**src/rtl/fetch_queue.sv**
```systemverilog
// fetch_queue: instruction-fetch front end with a DEPTH-entry prefetch FIFO.
// Owns the fetch PC, drives the combinational imem address, buffers
// {pc, inst} pairs and hands them to decode over a valid/ready handshake.
// Supports decode back-pressure and branch/jump redirect (flush).
//
// Optional build macro: FETCHQ_BYPASS_EN
//   When defined, an empty queue presents the imem word combinationally
//   (0-cycle fetch-to-decode latency). When undefined, decode only ever
//   sees registered storage (1-cycle latency).
module fetch_queue #(
  parameter int              XLEN     = 32,
  parameter int              DEPTH    = 4,
  parameter logic [XLEN-1:0] RESET_PC = '0,
  parameter logic [31:0]     NOP_INST = 32'h0000_0013
) (
  input  logic                       i_clk,
  input  logic                       i_reset_n,
  output logic [XLEN-1:0]            o_imemAddr,
  input  logic [31:0]                i_imemInst,
  input  logic                       i_imemValid,
  input  logic                       i_redirect,
  input  logic [XLEN-1:0]            i_redirectPc,
  output logic                       o_valid,
  output logic [31:0]                o_inst,
  output logic [XLEN-1:0]            o_pc,
  input  logic                       i_ready,
  output logic [$clog2(DEPTH+1)-1:0] o_count,
  output logic                       o_full
);

  localparam int PW = $clog2(DEPTH);
  localparam int CW = $clog2(DEPTH+1);
  localparam logic [CW-1:0] DEPTH_C = CW'(DEPTH);

  logic [XLEN-1:0] fetch_pc;
  logic [PW-1:0]   rd_ptr;
  logic [PW-1:0]   wr_ptr;
  logic [CW-1:0]   count;

  logic [XLEN-1:0] pc_mem   [DEPTH];
  logic [31:0]     inst_mem [DEPTH];

  logic head_valid;
  logic full;
  logic deq;
  logic push;
  logic byp_take;
  logic advance;

  // Redirect targets are forced word-aligned; the low bits are dropped.
  logic redirect_pc_unused;
  assign redirect_pc_unused = &i_redirectPc[1:0];

  // Queue status, handshake decode and head presentation.
  always_comb begin
    head_valid = (count != '0);
    full       = (count == DEPTH_C);
    deq        = head_valid & i_ready;
`ifdef FETCHQ_BYPASS_EN
    // Empty queue: the live imem word is offered directly; if decode takes
    // it the word never enters storage.
    byp_take = ~head_valid & i_imemValid & ~i_redirect & i_ready;
    if (head_valid) begin
      o_valid = 1'b1;
      o_inst  = inst_mem[rd_ptr];
      o_pc    = pc_mem[rd_ptr];
    end else if (i_imemValid & ~i_redirect) begin
      o_valid = 1'b1;
      o_inst  = i_imemInst;
      o_pc    = fetch_pc;
    end else begin
      o_valid = 1'b0;
      o_inst  = NOP_INST;
      o_pc    = '0;
    end
`else
    byp_take = 1'b0;
    o_valid  = head_valid;
    o_inst   = head_valid ? inst_mem[rd_ptr] : NOP_INST;
    o_pc     = head_valid ? pc_mem[rd_ptr]   : '0;
`endif
    push    = i_imemValid & ~i_redirect & (~full | deq) & ~byp_take;
    advance = push | byp_take;
  end

  assign o_imemAddr = fetch_pc;
  assign o_count    = count;
  assign o_full     = full;

  // Fetch PC, pointers and occupancy; reset beats redirect beats push/pop.
  always_ff @(posedge i_clk) begin
    if (!i_reset_n) begin
      fetch_pc <= RESET_PC;
      rd_ptr   <= '0;
      wr_ptr   <= '0;
      count    <= '0;
    end else if (i_redirect) begin
      fetch_pc <= {i_redirectPc[XLEN-1:2], 2'b00};
      rd_ptr   <= '0;
      wr_ptr   <= '0;
      count    <= '0;
    end else begin
      if (push)    wr_ptr   <= wr_ptr + PW'(1);
      if (deq)     rd_ptr   <= rd_ptr + PW'(1);
      if (advance) fetch_pc <= fetch_pc + XLEN'(4);
      if (push && !deq)      count <= count + CW'(1);
      else if (!push && deq) count <= count - CW'(1);
    end
  end

  // Entry storage; data needs no reset since count gates visibility.
  always_ff @(posedge i_clk) begin
    if (i_reset_n && push) begin
      pc_mem[wr_ptr]   <= fetch_pc;
      inst_mem[wr_ptr] <= i_imemInst;
    end
  end

endmodule

```
**config.mk**
```make
export PLATFORM = sky130hd
export DESIGN_NAME = fetch_queue
export DESIGN_NICKNAME = d
export VERILOG_FILES = /design/src/rtl/fetch_queue.sv
export SDC_FILE = /design/constraint.sdc
export NUM_CORES = 1
export LEC_CHECK = 0
export CORE_MARGIN = 10
export CORE_UTILIZATION = 45
export CTS_CLUSTER_SIZE = 20
export DETAILED_ROUTE_END_ITERATION = 12
export DONT_BUFFER_PORTS = 1
export PLACE_DENSITY = 0.56
export SYNTH_ARGS = -nofsm -noshare
export SYNTH_HDL_FRONTEND = slang
export SYNTH_SLANG_ARGS = --single-unit
```
**constraint.sdc**
```tcl
create_clock -name i_clk -period 4.3 [get_ports i_clk]
set_input_delay 0.43 -clock i_clk [delete_from_list [all_inputs] [get_ports i_clk]]
set_output_delay 0.43 -clock i_clk [all_outputs]
set_load 0.05 [all_outputs]
```
Word-level counts from Yosys, hierarchy flattened --
Memories as Yosys holds them, arrays and structs flattened. A register that Yosys moved wholly into a read port is not among the register bits. Cells that the tools add are included.
Word-level totals: bits in registers 39, bits of input ports 69, output and inout port bits 101, logic and storage cells 41, RAM bits 256, memories 2
Memory list:
- inst_mem | depth 4, bits a word 32, read ports 1, clocked after Yosys merged registers in 1, wr ports 1, RTL line 41 | logic [31:0] inst_mem [DEPTH];
- pc_mem | depth 4, bits a word 32, read ports 1, clocked after Yosys merged registers in 1, wr ports 1, RTL line 40 | logic [XLEN-1:0] pc_mem [DEPTH];
Cells by class: eq/ne operators 1, reductions and logical operators 9, multiplexer cells 12, bitwise gates (word level) 7, add/subtract/negate cells 5
Operators with widths (count):
- $mux W32 | 4
- $add A32 B3 Y32 const B | 1
- $mux W2 | 4
- $mux W3 | 2
- $add A2 B1 Y2 const B | 2
- $reduce_bool A2 Y1 | 2
- $add A3 B1 Y3 const B | 1
- $and A1 B1 Y1 | 3
- $eq A3 B3 Y1 const B | 1
- $logic_and A1 B1 Y1 | 3
- $not A1 Y1 | 3
- $reduce_bool A3 Y1 | 1
- $sub A3 B1 Y3 const B | 1
- $logic_not A1 Y1 | 2
- $mux W1 | 2
- $reduce_or A2 Y1 | 1
- $or A1 B1 Y1 | 1

Depth between registers and ports, before layout --
Gate-level depths: netlist of run 1.
word-level depth 8, mapped depth 10, depth with buffers taken out 9

Worst setup path after synthesis of run 1 --
No wires, ideal clock.
path kind register to register, start register count[0], in the netlist o_count[0], end memory inst_mem[0][0] (enable), slack 0.901 ns, setup time 0.426 ns, arrival time 2.973 ns, path buffers 1, cell stages (with the launch flop) 6, clock period less this slack 3.399 ns, data required time 3.874 ns, cell sequence dfxtp_1 or4b_1 buf_6 nand2_8 nor2_1 and2_1
Between the ends: word-level cells in the longest chain between the ends 7, elaborated cells between the ends (all ways) 9, those cells by class 1 x eq/ne; 2 x mux; 4 x bitwise; 2 x reduce/logical
RTL lines:
- start: declaration | RTL line 38 | logic [CW-1:0] count;
- start signal: assignment | RTL line 106 | if (push && !deq) count <= count + CW'(1);
- start signal: assignment | RTL line 107 | else if (!push && deq) count <= count - CW'(1);
- $reduce_bool A3 Y1 or $eq A3 B3 Y1 (tied branches) | RTL line 56, 57
- $and A1 B1 Y1 or $not A1 Y1 (tied branches) | RTL line 58, 82
- $or A1 B1 Y1 (*) | RTL line 82 | push = i_imemValid & ~i_redirect & (~full | deq) & ~byp_take;
- $and A1 B1 Y1 (*) | RTL line 82
- $logic_and A1 B1 Y1 (*) | RTL line 113 | if (i_reset_n && push) begin
- $mux W1 (*) | RTL line 113
- $mux W1 (not written as such) (*) | RTL line 115 | inst_mem[wr_ptr] <= i_imemInst;
- end: declaration | RTL line 41
Mark *: on every way between the ends. The rest lies on a longest branch, timed or not.

Worst setup path in the final report of run 1 --
start register count[0], in the netlist o_count[0], end output o_pc[21]
Between the ends: word-level cells in the longest chain between the ends 2
RTL lines:
- $reduce_bool A3 Y1 | RTL line 56 | head_valid = (count != '0);
- named net o_valid | RTL line 23 | output logic o_valid,
- $mux W32 | RTL line 80 | o_pc = head_valid ? pc_mem[rd_ptr] : '0;
- end: declaration | RTL line 25 | output logic [XLEN-1:0] o_pc,
The timed path passes the listed nets, and every way through them passes these cells.

==> results of run 1 <==
path summary, 6_finish.rpt:
kind	startpoint	end	cells past startpoint
worst max-delay path	o_count[0]	o_pc[21]	4
worst max register to register	o_count[0]	pc_mem[0][9]	5
worst min register to register	wr_ptr[1]	wr_ptr[1]	2
worst min-delay path	i_reset_n	o_imemAddr[22]	2
cell usage after synthesis, types with 7 or more instances:
library cell	count	area [sq um]
buf_2	7	35.0
xnor2_1	20	175
dfxtp_1	39	781
nand3_1	15	75.1
mux4_2	62	1400
nand2_1	22	82.6
and2_1	65	407
clkbuf_1	21	78.8
edfxtp_1	248	7450
nor2_1	12	45.0
nor3_1	10	50.1
o21ai_0	29	145
a21oi_1	23	115
xor2_1	14	123
nor4_1	7	43.8
inv_1	10	37.5
logic make-up after synthesis:
logic type,after synthesis
adders and majority gates,7
buffers and inverters,47
and+or+nand+nor,158
AOI/OAI and AO/OA,58
other,1
muxes,64
xor gates and xnor gates,34
DFF,287
sequential cells by signal, indices dropped and copies added (netlist names), named ones only:
| signal | cells |
|---|---|
| o_count | 3 |
| o_imemAddr | 30 |
| wr_ptr | 2 |
| pc_mem | 120 |
| rd_ptr | 2 |
| inst_mem | 128 |
critical path, stage by stage (launching register included):
cell and delay (ns):
dfxtp_1 0.85, nor3_1 0.24, inv_2 0.49, buf_4 0.47, and2_1 0.53
final cells by class:
class                           instances  area, sq um
Antenna cell                            1         2.50
Clock buffer                           44          865
Clock inverter                         10          125
Fill cell                            2061        12000
Inverter                               11         41.3
Multi-Input combinational cell        325         3130
Sequential cell                       287         8240
Tap cell                              330          413
Timing Repair Buffer                   44          463
metal layers:
| metal | routed length (um) | vias up |
|---|---|---|
| li1 | - | 2638 |
| met1 | 10700 | 3062 |
| met2 | 12300 | 199 |
| met3 | 2320 | 40 |
| met4 | 393 | 4 |
| met5 | 38 | - |
where the power goes:
group | total, mW | internal, mW | switching, mW
registers | 3.22 | 3.08 | 0.140
logic | 0.513 | 0.134 | 0.379
clock network | 2.56 | 1.56 | 0.997
total | 6.29 | 4.77 | 1.52
repair_timing:
| action | 4_1_cts | 5_1_grt |
|---|---|---|
| hold buffers | 33 | 0 |
| setup endpoints to repair | 0 | 0 |
| hold endpoints to repair | 129 | 0 |
| resized for setup | 0 | 0 |
stage by stage:
step	util, %	cell area (sq um)
floorplan	-	11600
global route	52.5	13300
detailed placement	47.3	11900
global placement	47.3	11900
finish	52.5	13300
CTS	52.5	13300
==> results.yml, run 1 <==
outcome:
  outcome: "completed"
cts:
  cts_tree: "done"
  clockBufferDepth: 3
  clkSinkCount: 287
  numCtsBuffers: 31
  clk_latency_ns: 0.54
  root_buffer: "clkbuf_16"
  htreeDepth: 1
  cts_setup_buffers: 0
  clkTransAtPathRegs_ns: 0.06
sta:
  finalSetupViolCount: 0
  max-slew-margin-rel_pct: 32.6
  fin_crit_sh_pct: 83.3
  holdWs_ns: 0.0216
  rsz0062_at_grt: "no"
  tns_ns: 0
  final-hold-violation-count: 0
  max_freq_mhz: 279
  slew_violations: 0
  timing.final.ws_setup_ns: 0.718
  fin_crit_ns: 3.58
  tightest_slew_ns: 1.01
  skew_ns: 0.00941
synthesis:
  yosysSeqAreaShare_pct: 71.2
  synth_fa_ha_area_share_pct: 0.823
  async_flop_share_pct: 0
  ys_warn_count: 0
  synth.ff_latch_count: 287
  synth-compound-area-share_pct: 2.69
  synth_edf_count: 248
  synthFlopType: "edfxtp_1"
  muxShareOfSynthArea_pct: 12.3
  yosysUniqueCellTypes: 41
  synth_top_family_by_area: "multiplexers"
  synth_cells: 656
  synthXorXnorAreaFrac_pct: 2.58
  synth-simple-area-share_pct: 8.45
  postSynthAreaPerCell_sq_um: 17.6
  syn_area_sq_mm: 0.0115
routing:
  drtPass1Iterations: 5
  wl_per_cell_um: 24.4
  num_vias: 5943
  ant_nets: 0
  totalWireLength_um: 25700
  drt_iter0_drc: 383
  viasPerCell: 5.65
  drcViolationCount: 0
critical_path:
  end_kind: "primary output"
  worstPathArrival_ns: 3.15
  cp.required_ns: 3.87
  path_class: "reg -> out"
  regToRegSetupSlack_ns: 1.03
  crit_fanout: 36
  critPathLaunchType: "flip-flop"
final_layout:
  drive_gt1_share_pct: 19.7
  area_growth_pct: 14.9
  final_cell_mix: "edfxtp_1 (248), mux4_2 (62), and2_1 (61)"
  final_common_cell: "edfxtp_1"
  final_nets: 776
  fin_cells: 1052
floorplan:
  die-height_um: 180
  core_sq_mm: 0.0253
  start_util_pct: 45.7
  die_w_um: 180
  rows: 58
  die_area_sq_mm: 0.0325
  io_pins: 170
pwr:
  p_total_mw: 6.29
  powerDensity_mw_per_mm2: 474
  leakagePower_nw: 4.21
  ir_drop_v: 0.000280
placed_design:
  numPortBuffers: 0
  placedCellCount: 964
  dp_slack_ns: 0.994
  place_congestion: 0.816
  dp_hpwl_um: 15900
global_route:
  grt_pass1_wl_um: 39000
  grtUsageMet2_pct: 24.9
  busiest_layer: "met2"
  antenna_found_initial: 3
  track_usage_pct: 15.3
  grt-ovfl-total: 0
  first_global_vias: 6370
  met1_usage_pct: 19.1
  grt_use_met3_pct: 5.70
  grt_max_degree: 63
worst_hold_path:
  hp-class: "in -> reg"
run:
  maxCapViolations: 0
(Power assumes the default switching activity.)
==> run 2: changes to the inputs <==
--- a/config.mk
+++ b/config.mk
@@ -10,7 +10,7 @@
 export CTS_CLUSTER_SIZE = 20
 export DETAILED_ROUTE_END_ITERATION = 12
 export DONT_BUFFER_PORTS = 1
-export PLACE_DENSITY = 0.56
+export PLACE_DENSITY = 0.58
 export SYNTH_ARGS = -nofsm -noshare
 export SYNTH_HDL_FRONTEND = slang
 export SYNTH_SLANG_ARGS = --single-unit
==> constraint.sdc (replaced) <==
create_clock -name i_clk -period 3.17 [get_ports i_clk]
set_input_delay 0.317 -clock i_clk [delete_from_list [all_inputs] [get_ports i_clk]]
set_output_delay 0.317 -clock i_clk [all_outputs]
set_load 0.05 [all_outputs]
==> run 2 against run 1 <==
Setup slack got worse by 0.43 ns. First-iteration DRC count rose by 21%. Clock power rose by 32%. Worst hold slack got worse by 0.021 ns. Combinational power rose by 83%. Critical path type unchanged. Largest cell class unchanged.
==> results.yml, run 2 (synthesis results as in run 1) <==
cts:
  htreeDepth: 1
  clkSinkCount: 287
  cts_setup_buffers: 0
  holdBufCountCts: 61
  numCtsBuffers: 30
  clkTransAtPathRegs_ns: 0.06
  root_buffer: "clkbuf_16"
  clockBufferDepth: 3
  clk_latency_ns: 0.54
  cts_tree: "done"
  post_cts_resize_count: 0
global_route:
  grt_pass1_wl_um: 40700
  first_global_vias: 6756
  grt_max_degree: 62
  track_usage_pct: 15.8
  grt-ovfl-total: 0
  antenna_found_initial: 4
final_layout:
  final_area_sq_mm: 0.0139
  area_growth_pct: 20.1
  largest_reg_flops: 128
  fin_cells: 1126
  drive_gt1_share_pct: 23.0
  final_common_cell: "edfxtp_1"
  final_util_pct: 54.9
  final_nets: 844
  top_register: "inst_mem"
  final_cell_mix: "edfxtp_1 (248), mux4_2 (62), and2_1 (61), dlygate4sd3_1 (61), buf_4 (46)"
  fill_cells: 1978
routing:
  viasPerCell: 5.50
  drt_iter0_drc: 462
  drtPass1Iterations: 5
  num_vias: 6197
  wl_per_cell_um: 23.1
  ant_nets: 0
  totalWireLength_um: 26000
  drcViolationCount: 0
placed_design:
  placedCellCount: 1005
  numPortBuffers: 0
  dp_hpwl_um: 16500
  place_congestion: 0.844
  placed_area_sq_mm: 0.0123
outcome:
  outcome: "completed"
sta:
  max-slew-margin-rel_pct: 33.2
  fin_crit_sh_pct: 90.8
  max_freq_mhz: 347
  rsz0062_at_grt: "no"
  finalSetupViolCount: 0
  tns_ns: 0
  final-hold-violation-count: 0
  tightest_slew_ns: 0.999
  slew_violations: 0
  skew_ns: 0.0138
  fin_crit_ns: 2.88
critical_path:
  end_kind: "primary output"
  cp.required_ns: 2.85
  path_class: "reg -> out"
  crit_fanout: 61
  crit_path_max_incr_delay_ns: 0.60
  critPathLaunchType: "flip-flop"
  cp_slowest_cell: "and2_1"
  crit_top_cell: "buf_4"
  cp_cell_sequence: "buf_4 > nor3_1 > inv_2 > buf_4 > and2_1"
  critPathTopFamily: "buffers and inverters"
  critPathBufInv: 3
  worstPathArrival_ns: 2.56
floorplan:
  core_sq_mm: 0.0253
  start_util_pct: 45.7
  die_area_sq_mm: 0.0325
  die-height_um: 180
  io_pins: 170
  rows: 58
  die_w_um: 180
worst_hold_path:
  hp-class: "in -> reg"
pwr:
  powerDensity_mw_per_mm2: 616
  p_total_mw: 8.55
  ir_drop_v: 0.000383
  leakagePower_nw: 4.54
run:
  maxCapViolations: 0
==> run 2: changes by cell type in the layout (fill, tap and decap cells not counted) <==
cell / previous run / this run
diode_2: 1 / 4
clkinv_2: 4 / 3
inv_4: 0 / 1
buf_12: 4 / 6
clkbuf_1: 9 / 12
buf_4: 7 / 46
bufinv_16: 3 / 2
dlygate4sd3_1: 33 / 61
==> run 2: path summary, 6_finish.rpt <==
path | endpoint | startpoint | cells past startpoint | slack (ns)
setup / recovery | o_pc[22] | o_count[0] | 5 | 0.29
hold / removal | o_imemAddr[13] | i_redirectPc[13] | 2 | 0.001
setup reg to reg | inst_mem[1][3] | o_count[2] | 5 | 0.51
hold reg to reg | rd_ptr[1] | rd_ptr[1] | 2 | 0.53
==> run 2: layer usage <==
layer,GRT usage [%],vias to the layer above,routed length (um)
li1,-,2775,-
met1,19.5,3157,10600
met2,25.6,233,12400
met3,6.39,30,2680
met4,3.18,2,335
met5,0,-,20
==> run 2: report_power, final <==
group,total [mW],internal (mW),leakage (nW),switching (mW)
clock,3.39,2.05,0.473,1.35
combinational,0.937,0.249,1.50,0.688
sequential,4.21,4.17,2.57,0.0393
==> run 2: area by class of cell <==
class / count / area, sq um / area share [%]
Antenna cell: 4 / 10.0 / 0.0722
Clock buffer: 47 / 876 / 6.31
Clock inverter: 9 / 96.3 / 0.694
Inverter: 11 / 41.3 / 0.298
Multi-Input combinational cell: 325 / 3130 / 22.5
Sequential cell: 287 / 8240 / 59.4
Tap cell: 330 / 413 / 2.98
Timing Repair Buffer: 113 / 1080 / 7.76
==> run 2: worst reg2reg max path, stage by stage, from the launching register on <==
cell and delay (ns):
dfxtp_1 0.31, or4b_1 0.50, nand2_8 0.14, nor2_1 0.50, and2_4 0.60, buf_4 0.31
==> run 2: stage by stage <==
| stage | worst slack (ns) | hold slack, ns |
|---|---|---|
| after detailed placement | 0.506 | 0.416 |
| final | 0.291 | 0.00101 |
| after global routing | 0.0789 | 0.0135 |
| after CTS | 0.238 | 0.00319 |
| after floorplan | 0.435 | 0.416 |
| after global placement | 0.608 | 0.416 |
==> run 3: changes to the inputs <==
--- a/config.mk
+++ b/config.mk
@@ -5,12 +5,12 @@
 export SDC_FILE = /design/constraint.sdc
 export NUM_CORES = 1
 export LEC_CHECK = 0
+export CAP_MARGIN = 25
 export CORE_MARGIN = 10
 export CORE_UTILIZATION = 45
 export CTS_CLUSTER_SIZE = 20
 export DETAILED_ROUTE_END_ITERATION = 12
-export DONT_BUFFER_PORTS = 1
-export PLACE_DENSITY = 0.58
+export PLACE_DENSITY = 0.64
 export SYNTH_ARGS = -nofsm -noshare
 export SYNTH_HDL_FRONTEND = slang
 export SYNTH_SLANG_ARGS = --single-unit
==> constraint.sdc (replaced) <==
create_clock -name i_clk -period 3.2 [get_ports i_clk]
set_input_delay 0.32 -clock i_clk [delete_from_list [all_inputs] [get_ports i_clk]]
set_output_delay 0.32 -clock i_clk [all_outputs]
set_load 0.05 [all_outputs]
==> run 3 against run 2 <==
Wire length shrank 1.3%. Sequential cell count is the same. Critical path depth shrank 1. Largest power group unchanged. Count of clock-buffer cells in the layout grew 1. Cell area grew 5.2%. Via count grew 3.0%.
==> results.yml, run 3 (synthesis results as in run 1) <==
sta:
  timing.final.ws_setup_ns: 0.138
  max_freq_mhz: 327
  tns_ns: 0
  fin_crit_sh_pct: 95.7
  fin_crit_ns: 3.06
  slew_violations: 0
  max-slew-margin-rel_pct: 33.9
  finalSetupViolCount: 0
  final-hold-violation-count: 0
  rsz0062_at_grt: "no"
  skew_ns: 0.0241
  holdWs_ns: 0.396
  tightest_slew_ns: 0.991
routing:
  viasPerCell: 5.38
  wl_per_cell_um: 21.6
  drtPass1Iterations: 8
  drcViolationCount: 0
  totalWireLength_um: 25700
  ant_nets: 0
  drt_iter0_drc: 473
  num_vias: 6386
cts:
  clockBufferDepth: 3
  htreeDepth: 1
  holdBufCountCts: 0
  clkTransAtPathRegs_ns: 0.06
  numCtsBuffers: 29
  root_buffer: "clkbuf_16"
  cts_tree: "done"
  clk_latency_ns: 0.53
  clkSinkCount: 287
floorplan:
  start_util_pct: 45.7
  die_area_sq_mm: 0.0325
  die-height_um: 180
  die_w_um: 180
  rows: 58
  core_sq_mm: 0.0253
  io_pins: 170
final_layout:
  final_util_pct: 57.8
  area_growth_pct: 26.3
  antenna_cells: 0
  fin_cells: 1187
  final_cell_mix: "edfxtp_1 (248), clkdlybuf4s50_1 (130), mux4_2 (62)"
  final_area_sq_mm: 0.0146
  final_nets: 911
  fill_cells: 1959
  largest_reg_flops: 128
  top_register: "inst_mem"
  final_common_cell: "edfxtp_1"
  drive_gt1_share_pct: 17.0
pwr:
  sequentialPowerShare_pct: 50.0
  p_total_mw: 8.44
  switching_share_pct: 24.1
  powerDensity_mw_per_mm2: 578
  leakagePower_nw: 5.03
  ir_drop_v: 0.000288
  clkPwrFrac_pct: 37.6
  internal_power_mw: 6.40
  power_frac_comb_pct: 12.4
  switching_power_mw: 2.04
critical_path:
  path_class: "reg -> out"
  worstPathArrival_ns: 2.74
  critPathLaunchType: "flip-flop"
  cp.required_ns: 2.88
  end_kind: "primary output"
  crit_fanout: 17
run:
  maxCapViolations: 0
global_route:
  grt_pass1_wl_um: 39800
  grt_max_degree: 63
  grt-ovfl-total: 0
  first_global_vias: 6805
  antenna_found_initial: 1
  track_usage_pct: 15.3
placed_design:
  numPortBuffers: 163
  placed_area_sq_mm: 0.0136
  dp_hpwl_um: 16000
  placedCellCount: 1132
  dp_slack_ns: 0.355
  place_congestion: 0.799
outcome:
  outcome: "completed"
worst_hold_path:
  hp-class: "in -> reg"
-- run 3: cell count changes in the layout (fill, tap and decap cells not counted), moves of 2 or more --
| cell | change |
|---|---|
| dlygate4sd3_1 | -61 |
| buf_4 | -34 |
| dlymetal6s2s_1 | +17 |
| clkbuf_8 | +3 |
| dlygate4sd2_1 | +16 |
| clkdlybuf4s50_1 | +130 |
| diode_2 | -4 |
| bufinv_16 | -2 |
-- run 3: final timing paths --
| check | startpoint | slack [ns] | end | cells after the start |
|---|---|---|---|---|
| max reg2reg | o_count[1] | 0.63 | pc_mem[3][22] | 4 |
| max | flip-flop | 0.14 | o_pc[2] | 4 |
| min reg2reg | wr_ptr[1] | 0.51 | wr_ptr[1] | 2 |
| min | i_redirectPc[10] | 0.40 | o_imemAddr[10] | 3 |
-- run 3: power by group through the flow --
stage	logic, mW	clock network [mW]	registers [mW]
3_5_place_dp	1.08	0	4.30
3_3_place_gp	1.07	0	4.29
6_report	1.05	3.17	4.22
5_1_grt	1.11	3.41	4.22
2_1_floorplan	0.567	0	4.36
4_1_cts	1.06	3.26	4.22
-- run 3: what timing repair did --
action                                  in CTS  in global routing
buffers inserted                             0                  0
endpoints found under the setup margin      16                 43
gates resized for setup                     16                 18
-- run 3: routing by layer --
| layer | vias to the layer above | share of wire (%) | track usage (%) |
|---|---|---|---|
| met2 | 227 | 47 | 24.4 |
| met4 | 2 | 1.4 | 3.18 |
| met3 | 36 | 7.6 | 4.56 |
| met1 | 3227 | 44 | 20.5 |
| li1 | 2894 | - | - |
| met5 | - | 0.058 | 0 |
-- run 3: critical path, stage by stage (launching register included) --
cell	delay, ns
dfxtp_4	0.58
buf_12	0.23
mux4_2	0.50
and2_1	0.20
clkdlybuf4s50_1	0.71
-- run 3: layout make-up --
cell class / instances / area, sq um / share of cell area [%]
sequential: 287 / 8240 / 56.4
multi-input combinational: 325 / 3130 / 21.4
timing repair buffer: 181 / 1860 / 12.8
clock buffer: 48 / 888 / 6.09
tap: 330 / 413 / 2.83
inverter: 11 / 41.3 / 0.283
clock inverter: 5 / 25.0 / 0.171
